===== src/rtl/imem_boot_loader.sv =====
// UART byte stream -> little-endian 32-bit words on the instruction-RAM write port,
// holding the core in reset while loading. IMEM_LOADER_CHECKSUM_EN adds a trailing XOR checksum byte.
module imem_boot_loader #(
  parameter int unsigned ADDR_WIDTH     = 12,
  parameter int unsigned MAX_WORDS      = 1024,
  parameter logic [7:0]  MAGIC          = 8'hA5,
  parameter int unsigned TIMEOUT_CYCLES = 1_000_000
) (
  input  logic                  clk,
  input  logic                  reset,
  input  logic                  start,
  input  logic [7:0]            rx_data,
  input  logic                  rx_valid,
  output logic                  rx_ready,
  output logic                  imem_we,
  output logic [ADDR_WIDTH-1:0] imem_addr,
  output logic [31:0]           imem_wdata,
  output logic                  core_hold,
  output logic                  done,
  output logic                  error,
  output logic [10:0]           words_written
);

  localparam int unsigned GAP_W = (TIMEOUT_CYCLES > 2) ? $clog2(TIMEOUT_CYCLES) : 1;

  typedef enum logic [2:0] {
    IDLE,
    MAGIC_S,
    LEN_LO,
    LEN_HI,
    DATA,
`ifdef IMEM_LOADER_CHECKSUM_EN
    CHECK,
`endif
    DONE,
    ERROR
  } state_e;

  state_e                state_q, state_d;
  logic                  imem_we_q, imem_we_d;
  logic [ADDR_WIDTH-1:0] imem_addr_q, imem_addr_d;
  logic [31:0]           imem_wdata_q, imem_wdata_d;
  logic                  core_hold_q, core_hold_d;
  logic                  done_q, done_d;
  logic                  error_q, error_d;
  logic [10:0]           words_written_q, words_written_d;
  logic [1:0]            byte_cnt_q, byte_cnt_d;
  logic [31:0]           word_q, word_d;
  logic [15:0]           len_q, len_d;
  logic [GAP_W-1:0]      gap_q, gap_d;
`ifdef IMEM_LOADER_CHECKSUM_EN
  logic [7:0]            xor_q, xor_d;
`endif
  logic                  fail, finish;
  logic [15:0]           len_full;

  // The loader never back-pressures the UART; stray bytes outside a load are dropped.
  assign rx_ready      = 1'b1;
  assign imem_we       = imem_we_q;
  assign imem_addr     = imem_addr_q;
  assign imem_wdata    = imem_wdata_q;
  assign core_hold     = core_hold_q;
  assign done          = done_q;
  assign error         = error_q;
  assign words_written = words_written_q;
  assign len_full      = {rx_data, len_q[7:0]};

  always_comb begin
    state_d         = state_q;
    imem_we_d       = 1'b0;
    imem_addr_d     = imem_addr_q;
    imem_wdata_d    = imem_wdata_q;
    core_hold_d     = core_hold_q;
    done_d          = done_q;
    error_d         = error_q;
    words_written_d = words_written_q;
    byte_cnt_d      = byte_cnt_q;
    word_d          = word_q;
    len_d           = len_q;
    gap_d           = gap_q;
`ifdef IMEM_LOADER_CHECKSUM_EN
    xor_d           = xor_q;
`endif
    fail            = 1'b0;
    finish          = 1'b0;

    case (state_q)
      IDLE, DONE, ERROR: begin
        if (start) begin
          state_d         = MAGIC_S;
          core_hold_d     = 1'b1;
          done_d          = 1'b0;
          error_d         = 1'b0;
          words_written_d = '0;
          byte_cnt_d      = '0;
          gap_d           = '0;
`ifdef IMEM_LOADER_CHECKSUM_EN
          xor_d           = '0;
`endif
        end
      end
      default: begin
        if (rx_valid) begin
          gap_d = '0;
          case (state_q)
            MAGIC_S: begin
              if (rx_data == MAGIC) state_d = LEN_LO;
              else                  fail    = 1'b1;
            end
            LEN_LO: begin
              len_d   = {8'h00, rx_data};
              state_d = LEN_HI;
            end
            LEN_HI: begin
              len_d = len_full;
              if (len_full == 16'd0 || 32'(len_full) > MAX_WORDS) fail = 1'b1;
              else                                                  state_d = DATA;
            end
            DATA: begin
              word_d[{byte_cnt_q, 3'b000} +: 8] = rx_data;
              byte_cnt_d = byte_cnt_q + 2'd1;
`ifdef IMEM_LOADER_CHECKSUM_EN
              xor_d = xor_q ^ rx_data;
`endif
              // Fourth byte completes the word; the write strobe appears next cycle.
              if (byte_cnt_q == 2'd3) begin
                imem_we_d       = 1'b1;
                imem_addr_d     = ADDR_WIDTH'({words_written_q, 2'b00});
                imem_wdata_d    = {rx_data, word_q[23:0]};
                words_written_d = words_written_q + 11'd1;
                if ((16'(words_written_q) + 16'd1) == len_q) begin
`ifdef IMEM_LOADER_CHECKSUM_EN
                  state_d = CHECK;
`else
                  finish  = 1'b1;
`endif
                end
              end
            end
`ifdef IMEM_LOADER_CHECKSUM_EN
            CHECK: begin
              if (rx_data == xor_q) finish = 1'b1;
              else                  fail   = 1'b1;
            end
`endif
            default: ;
          endcase
        end else if (gap_q == GAP_W'(TIMEOUT_CYCLES - 1)) begin
          fail = 1'b1;
        end else begin
          gap_d = gap_q + GAP_W'(1);
        end
      end
    endcase

    if (fail) begin
      state_d     = ERROR;
      core_hold_d = 1'b0;
      error_d     = 1'b1;
    end
    if (finish) begin
      state_d     = DONE;
      core_hold_d = 1'b0;
      done_d      = 1'b1;
    end
  end

  always_ff @(posedge clk or posedge reset) begin
    if (reset) begin
      state_q         <= IDLE;
      imem_we_q       <= 1'b0;
      imem_addr_q     <= '0;
      imem_wdata_q    <= '0;
      core_hold_q     <= 1'b0;
      done_q          <= 1'b0;
      error_q         <= 1'b0;
      words_written_q <= '0;
      byte_cnt_q      <= '0;
      word_q          <= '0;
      len_q           <= '0;
      gap_q           <= '0;
`ifdef IMEM_LOADER_CHECKSUM_EN
      xor_q           <= '0;
`endif
    end else begin
      state_q         <= state_d;
      imem_we_q       <= imem_we_d;
      imem_addr_q     <= imem_addr_d;
      imem_wdata_q    <= imem_wdata_d;
      core_hold_q     <= core_hold_d;
      done_q          <= done_d;
      error_q         <= error_d;
      words_written_q <= words_written_d;
      byte_cnt_q      <= byte_cnt_d;
      word_q          <= word_d;
      len_q           <= len_d;
      gap_q           <= gap_d;
`ifdef IMEM_LOADER_CHECKSUM_EN
      xor_q           <= xor_d;
`endif
    end
  end

endmodule


===== config.mk =====
export PLATFORM = sky130hd
export DESIGN_NAME = imem_boot_loader
export DESIGN_NICKNAME = d
export VERILOG_FILES = /design/src/rtl/imem_boot_loader.sv
export SDC_FILE = /design/constraint.sdc
export NUM_CORES = 1
export LEC_CHECK = 0
export BUFFER_PORTS_ARGS = -buffer_cell sky130_fd_sc_hd__buf_4
export CAP_MARGIN = 10
export CORE_MARGIN = 2
export CORE_UTILIZATION = 52
export CTS_BUF_LIST = sky130_fd_sc_hd__clkbuf_16
export CTS_CLUSTER_SIZE = 10
export DETAILED_ROUTE_END_ITERATION = 16
export PLACE_DENSITY = 0.87
export RECOVER_POWER = 25
export SYNTH_ARGS = -nofsm -noshare
export SYNTH_HDL_FRONTEND = slang
export SYNTH_SLANG_ARGS = --single-unit

===== constraint.sdc =====
create_clock -name clk -period 3 [get_ports clk]
set_input_delay 0 -clock clk [delete_from_list [all_inputs] [get_ports clk]]
set_output_delay 0 -clock clk [all_outputs]
set_load 0.005 [all_outputs]

# Word-level counts from Yosys, hierarchy flattened
# Cells that the tools add are included.
# op_classes
add_sub_neg	5
order_cmp	1
n_eq_ne	15
shifts	2
mux	46
n_bitwise	2
reduce_logical	27
# ops
cell	count
$mux W20	4
$mux W11	5
$bwmux W32	1
$pmux W16 S2	1
$shift A8 B7 Y32 const A	1
$shiftx A8 B7 Y32	1
$mux W1	22
$mux W3	7
$add A20 B1 Y20 const B	1
$eq A20 B20 Y1 const B	1
$eq A12 B16 Y1	1
$gt A16 B11 Y1 const B	1
$logic_not A16 Y1	1
$reduce_bool A2 Y1	8
$add A11 B1 Y12 const B	1
$reduce_and A4 Y1	3
$add A11 B1 Y11 const B	1
$ne A5 B5 Y1 const B	2
$eq A3 B3 Y1 const B	3
$pmux W3 S3	1
$reduce_and A3 Y1	3
$eq A8 B8 Y1 const B	1
$mux W2	4
$reduce_and A2 Y1	4
17 further kinds	20
# word_totals
regBits	130
input_bits	12
out_inout_bits	60
elab_cells	111

# Longest topological paths before layout
# logic_depth
depth_word	9
mapped_depth	9
mapped_depth_nobuf	7

# Least setup slack after synthesis
# Ideal clock, no wire load.
# synth_timing
kind	flip-flop to flip-flop
start	register state_q[1]
end	register gap_q[9]
setup_time_ns	0.078
arrival_time_ns	2.388
slack_ns	0.534
stages_incl_launch_ff	10
synth_period_minus_slack_ns	2.466
path_cell_list	dfrtp_1 > buf_6 > xor2_1 > mux2_4 > and2_4 > buf_6 > or4b_4 > buf_6 > or3_1 > a21oi_1
# synth_between
elab_chain_len	4
elab_cells_between_ends	8
# synth_rtl
item	line	rtl
start: declaration	39	state_e state_q, state_d;
start signal: assignment	186	state_q <= state_d;
$eq A3 B3 Y1 or $logic_not A3 Y1 (tied branches)	87	case (state_q)
$reduce_or A3 Y1 *	87	
$ne A3 B2 Y1 (no source line) or $ne A2 B2 Y1 (tied branches)	--	
$reduce_and A2 Y1 (no source line)	--	
end signal: assignment	197	gap_q <= gap_d;
end: declaration	50	logic [GAP_W-1:0] gap_q, gap_d;
# Every way passes the cells marked *; elsewhere a longest branch is shown, timed or not.
# A chain may end at the register's enable or synchronous reset.

# Worst setup path in the final report
# layout_timing
start	register gap_q[15]
end	register state_q[0]
# layout_between
elab_chain_len	6
elab_cells_between_ends	12
# layout_rtl
item	line	rtl
$eq A20 B20 Y1 *	148	end else if (gap_q == GAP_W'(TIMEOUT_CYCLES - 1)) begin
$mux W1 *	148	
$mux W1 *	103	if (rx_valid) begin
$mux W1 *	87	
$ne A5 B5 Y1 (no source line) (tied with other cells)	--	
$reduce_and A5 Y1 (no source line) or $mux W3 (tied branches)	--	
# Marks and branches as above.

==> impl_metrics.yaml <==
cells_and_area:
  final_nets: 647
  drive_gt1_frac: 0.258
  diodes: 0
  syn_to_final_growth_pct: 22.7
  n_fill_cell: 786
  fin_area_um2: 7120
critical_path:
  crit_arrival_ps: 3010
  path_delay_family: "simple AND/OR/NAND/NOR gates"
  path_max_fanout: 9
  cpPeakStageDelay_ps: 690
  endpoint_kind: "flip-flop"
  startpoint: "gap_q[15]$_DFFE_PP0P_"
  worst-endpoint-required_ps: 3310
  cpMaxStageDelayCell: "or4b_2"
  crit_buf_inv: 0
  path_cells: "or4b_2, nor4_2, nor4b_4, a221o_1, o21ai_0, a211o_1"
  worst-setup-path-type: "reg2reg"
  r2r-start: "gap_q[15]$_DFFE_PP0P_"
  worst_setup_path_start_kind: "flip-flop"
die:
  die_h_um: 110
  rows: 38
  coreArea_um2: 10800
  die_area_um2: 12000
  start_util: 0.535
  pin_count: 72
  die_w_um: 110
detailed_routing:
  routed-via-count: 4642
  wire_per_inst_um: 18.0
  antenna_left: 0
  routed_via_density: 5.95
  drt_iter0_drc: 404
  dr.pass1.iters: 6
  routed_wl_um: 14000
  drc: 0
grt:
  antenna_found_initial: 0
  grt_pass1_wl_um: 23100
  track_usage: 0.255
  grt_pass1_vias: 4721
  grt_overflow: 0
  grt_max_degree: 86
placement:
  place_area_um2: 6430
  port_buffers: 68
  dp_hpwl_um: 8990
  gp_congestion: 0.873
synth:
  synth-edff-count: 0
  synth_ff_type: "dfrtp_1"
  synth_top_area_frac: 0.526
  async_flop_share: 1.00
  synth.cell_area_um2: 5800
  synth.area.top_cells: "dfrtp_1, mux2_2, o21ai_0"
  ys_seq_area_frac: 0.526
  synth_top_area_cell: "dfrtp_1"
  yosysMostFrequentCell: "dfrtp_1"
  synth-warning-count: 0
  syn_area_per_cell_um2: 10.6
  ys_top_cells_by_count: "dfrtp_1, nand2_1, o21ai_0"
  synth_cell_types: 65
  ys_ff_latch: 122
  netlist_instances: 549
run_status:
  violations: "capacitance limit, slew limit"
  status: "complete, but fails checks"
timing:
  tightest_slew_ps: 1680
  skew_ps: 17.1
  slew_headroom: -0.129
  fin_crit_sh: 0.901
  max_freq_ghz: 0.370
  setup_viol: 0
  rsz0062_at_grt: "no"
  setup_tns_ps: 0
  hold_viol_final: 0
  layout_min_cycle_time_ps: 2700
  maxSlewViolCount: 38
clock_tree:
  cts_buffers: 17
  clk_pin_slew_ps: 60
  clock_path_buffers: 2
  cts_sinks: 122
  cts_tree: "yes"
  cts_resized: 0
  htreeDepth: 4
  clk_latency_ps: 430
  root_buffer: "clkbuf_16"
hold_path:
  hold_start: "rx_data[5]"
  hp-class: "in2reg"
power_and_ir_drop:
  p_per_area_nw_per_um2: 820
  power_mw: 5.84
  irDropWorstVdd_v: 0.000541
  leakage_nw: 3.29
run:
  drv_cap: 1
metal layers:
layer / track usage / vias to the layer above / part of all wire
li1: - / 2114 / -
met1: 0.291 / 2317 / 0.40
met2: 0.437 / 186 / 0.52
met3: 0.0860 / 25 / 0.065
met4: 0.110 / 0 / 0.020
met5: 0 / - / 0
cell usage in the layout (no fill, tap or decap), types with 8 or more instances in the layout:
cell type      count
a22o_1             8
inv_1             17
xor2_1             8
buf_4             36
xnor2_1           11
mux2_2            49
clkbuf_16         17
dfrtp_1          122
clkbuf_4          35
and3_1             8
dlygate4sd3_1     11
nor2_1            23
nor3_1             8
nand2_1           71
or3_1             12
nand3_1           11
o21ai_0           61
a21oi_1           20
worst min-delay path: cells and delay by family:
family,cells,cell delay [ps]
buffers and inverters,2,680
AO/OA/AOI/OAI,1,150
power breakdown:
group	leakage, nW	switching [mW]	internal (mW)
sequential	1.66	0.279	1.91
clock	0.293	0.779	1.30
combinational	1.33	0.869	0.694
total	3.29	1.93	3.91
cells by family (layout without fill, tap and decap cells):
group,after synthesis,count (layout),share of synthesized area
and+or+nand+nor,180,180,0.164
DFF,122,122,0.526
AOI/OAI and AO/OA,120,120,0.126
muxes,51,51,0.0994
buffers and inverters,47,137,0.0364
xor gates and xnor gates,19,19,0.0287
adders and majority gates,8,8,0.0185
other,2,3,0.00129
path summary, 6_finish.rpt:
kind / end / slack [ps] / depth (start not counted)
worst max-delay path: state_q[0]$_DFFE_PP0P_ / 300 / 6
worst min-delay path: len_q[13]$_DFFE_PP0P_ / 440 / 3
worst max register to register: state_q[0]$_DFFE_PP0P_ / 300 / 6
worst min register to register: word_q[5]$_DFFE_PP0P_ / 480 / 2
max in group asynchronous: gap_q[17]$_DFFE_PP0P_ / 1380 / 4
min in group asynchronous: imem_wdata[0]$_DFFE_PP0P_ / 560 / 3
sequential cells by signal (all words and copies together) (netlist names), 2 cells and up:
signal	flops
imem_wdata	32
len_q	16
words_written	11
state_q	3
byte_cnt_q	2
gap_q	20
imem_addr	10
word_q	24
area by class of cell:
class                           instances  area, µm²  area share
Sequential cell                       122       3050       0.429
Multi-Input combinational cell        381       2540       0.357
Timing Repair Buffer                   87        678      0.0953
Clock buffer                           17        425      0.0598
Tap cell                              140        175      0.0246
Clock inverter                         15        173      0.0243
Inverter                               18       68.8     0.00967
metrics by stage:
stage / utilization / hold WS [ps] / std cells / setup WS (ps)
after global routing: 0.657 / 467 / 780 / 118
after global placement: 0.593 / 188 / 737 / 418
after CTS: 0.658 / 325 / 780 / 288
after detailed placement: 0.593 / 209 / 737 / 303
after floorplan: - / 133 / 550 / 534
final: 0.657 / 439 / 780 / 296
what timing repair did:
item	CTS	global route
hold buffers	11	0
setup buffers	0	0
endpoints found under the hold margin	90	0
(Power assumes the default switching activity.)
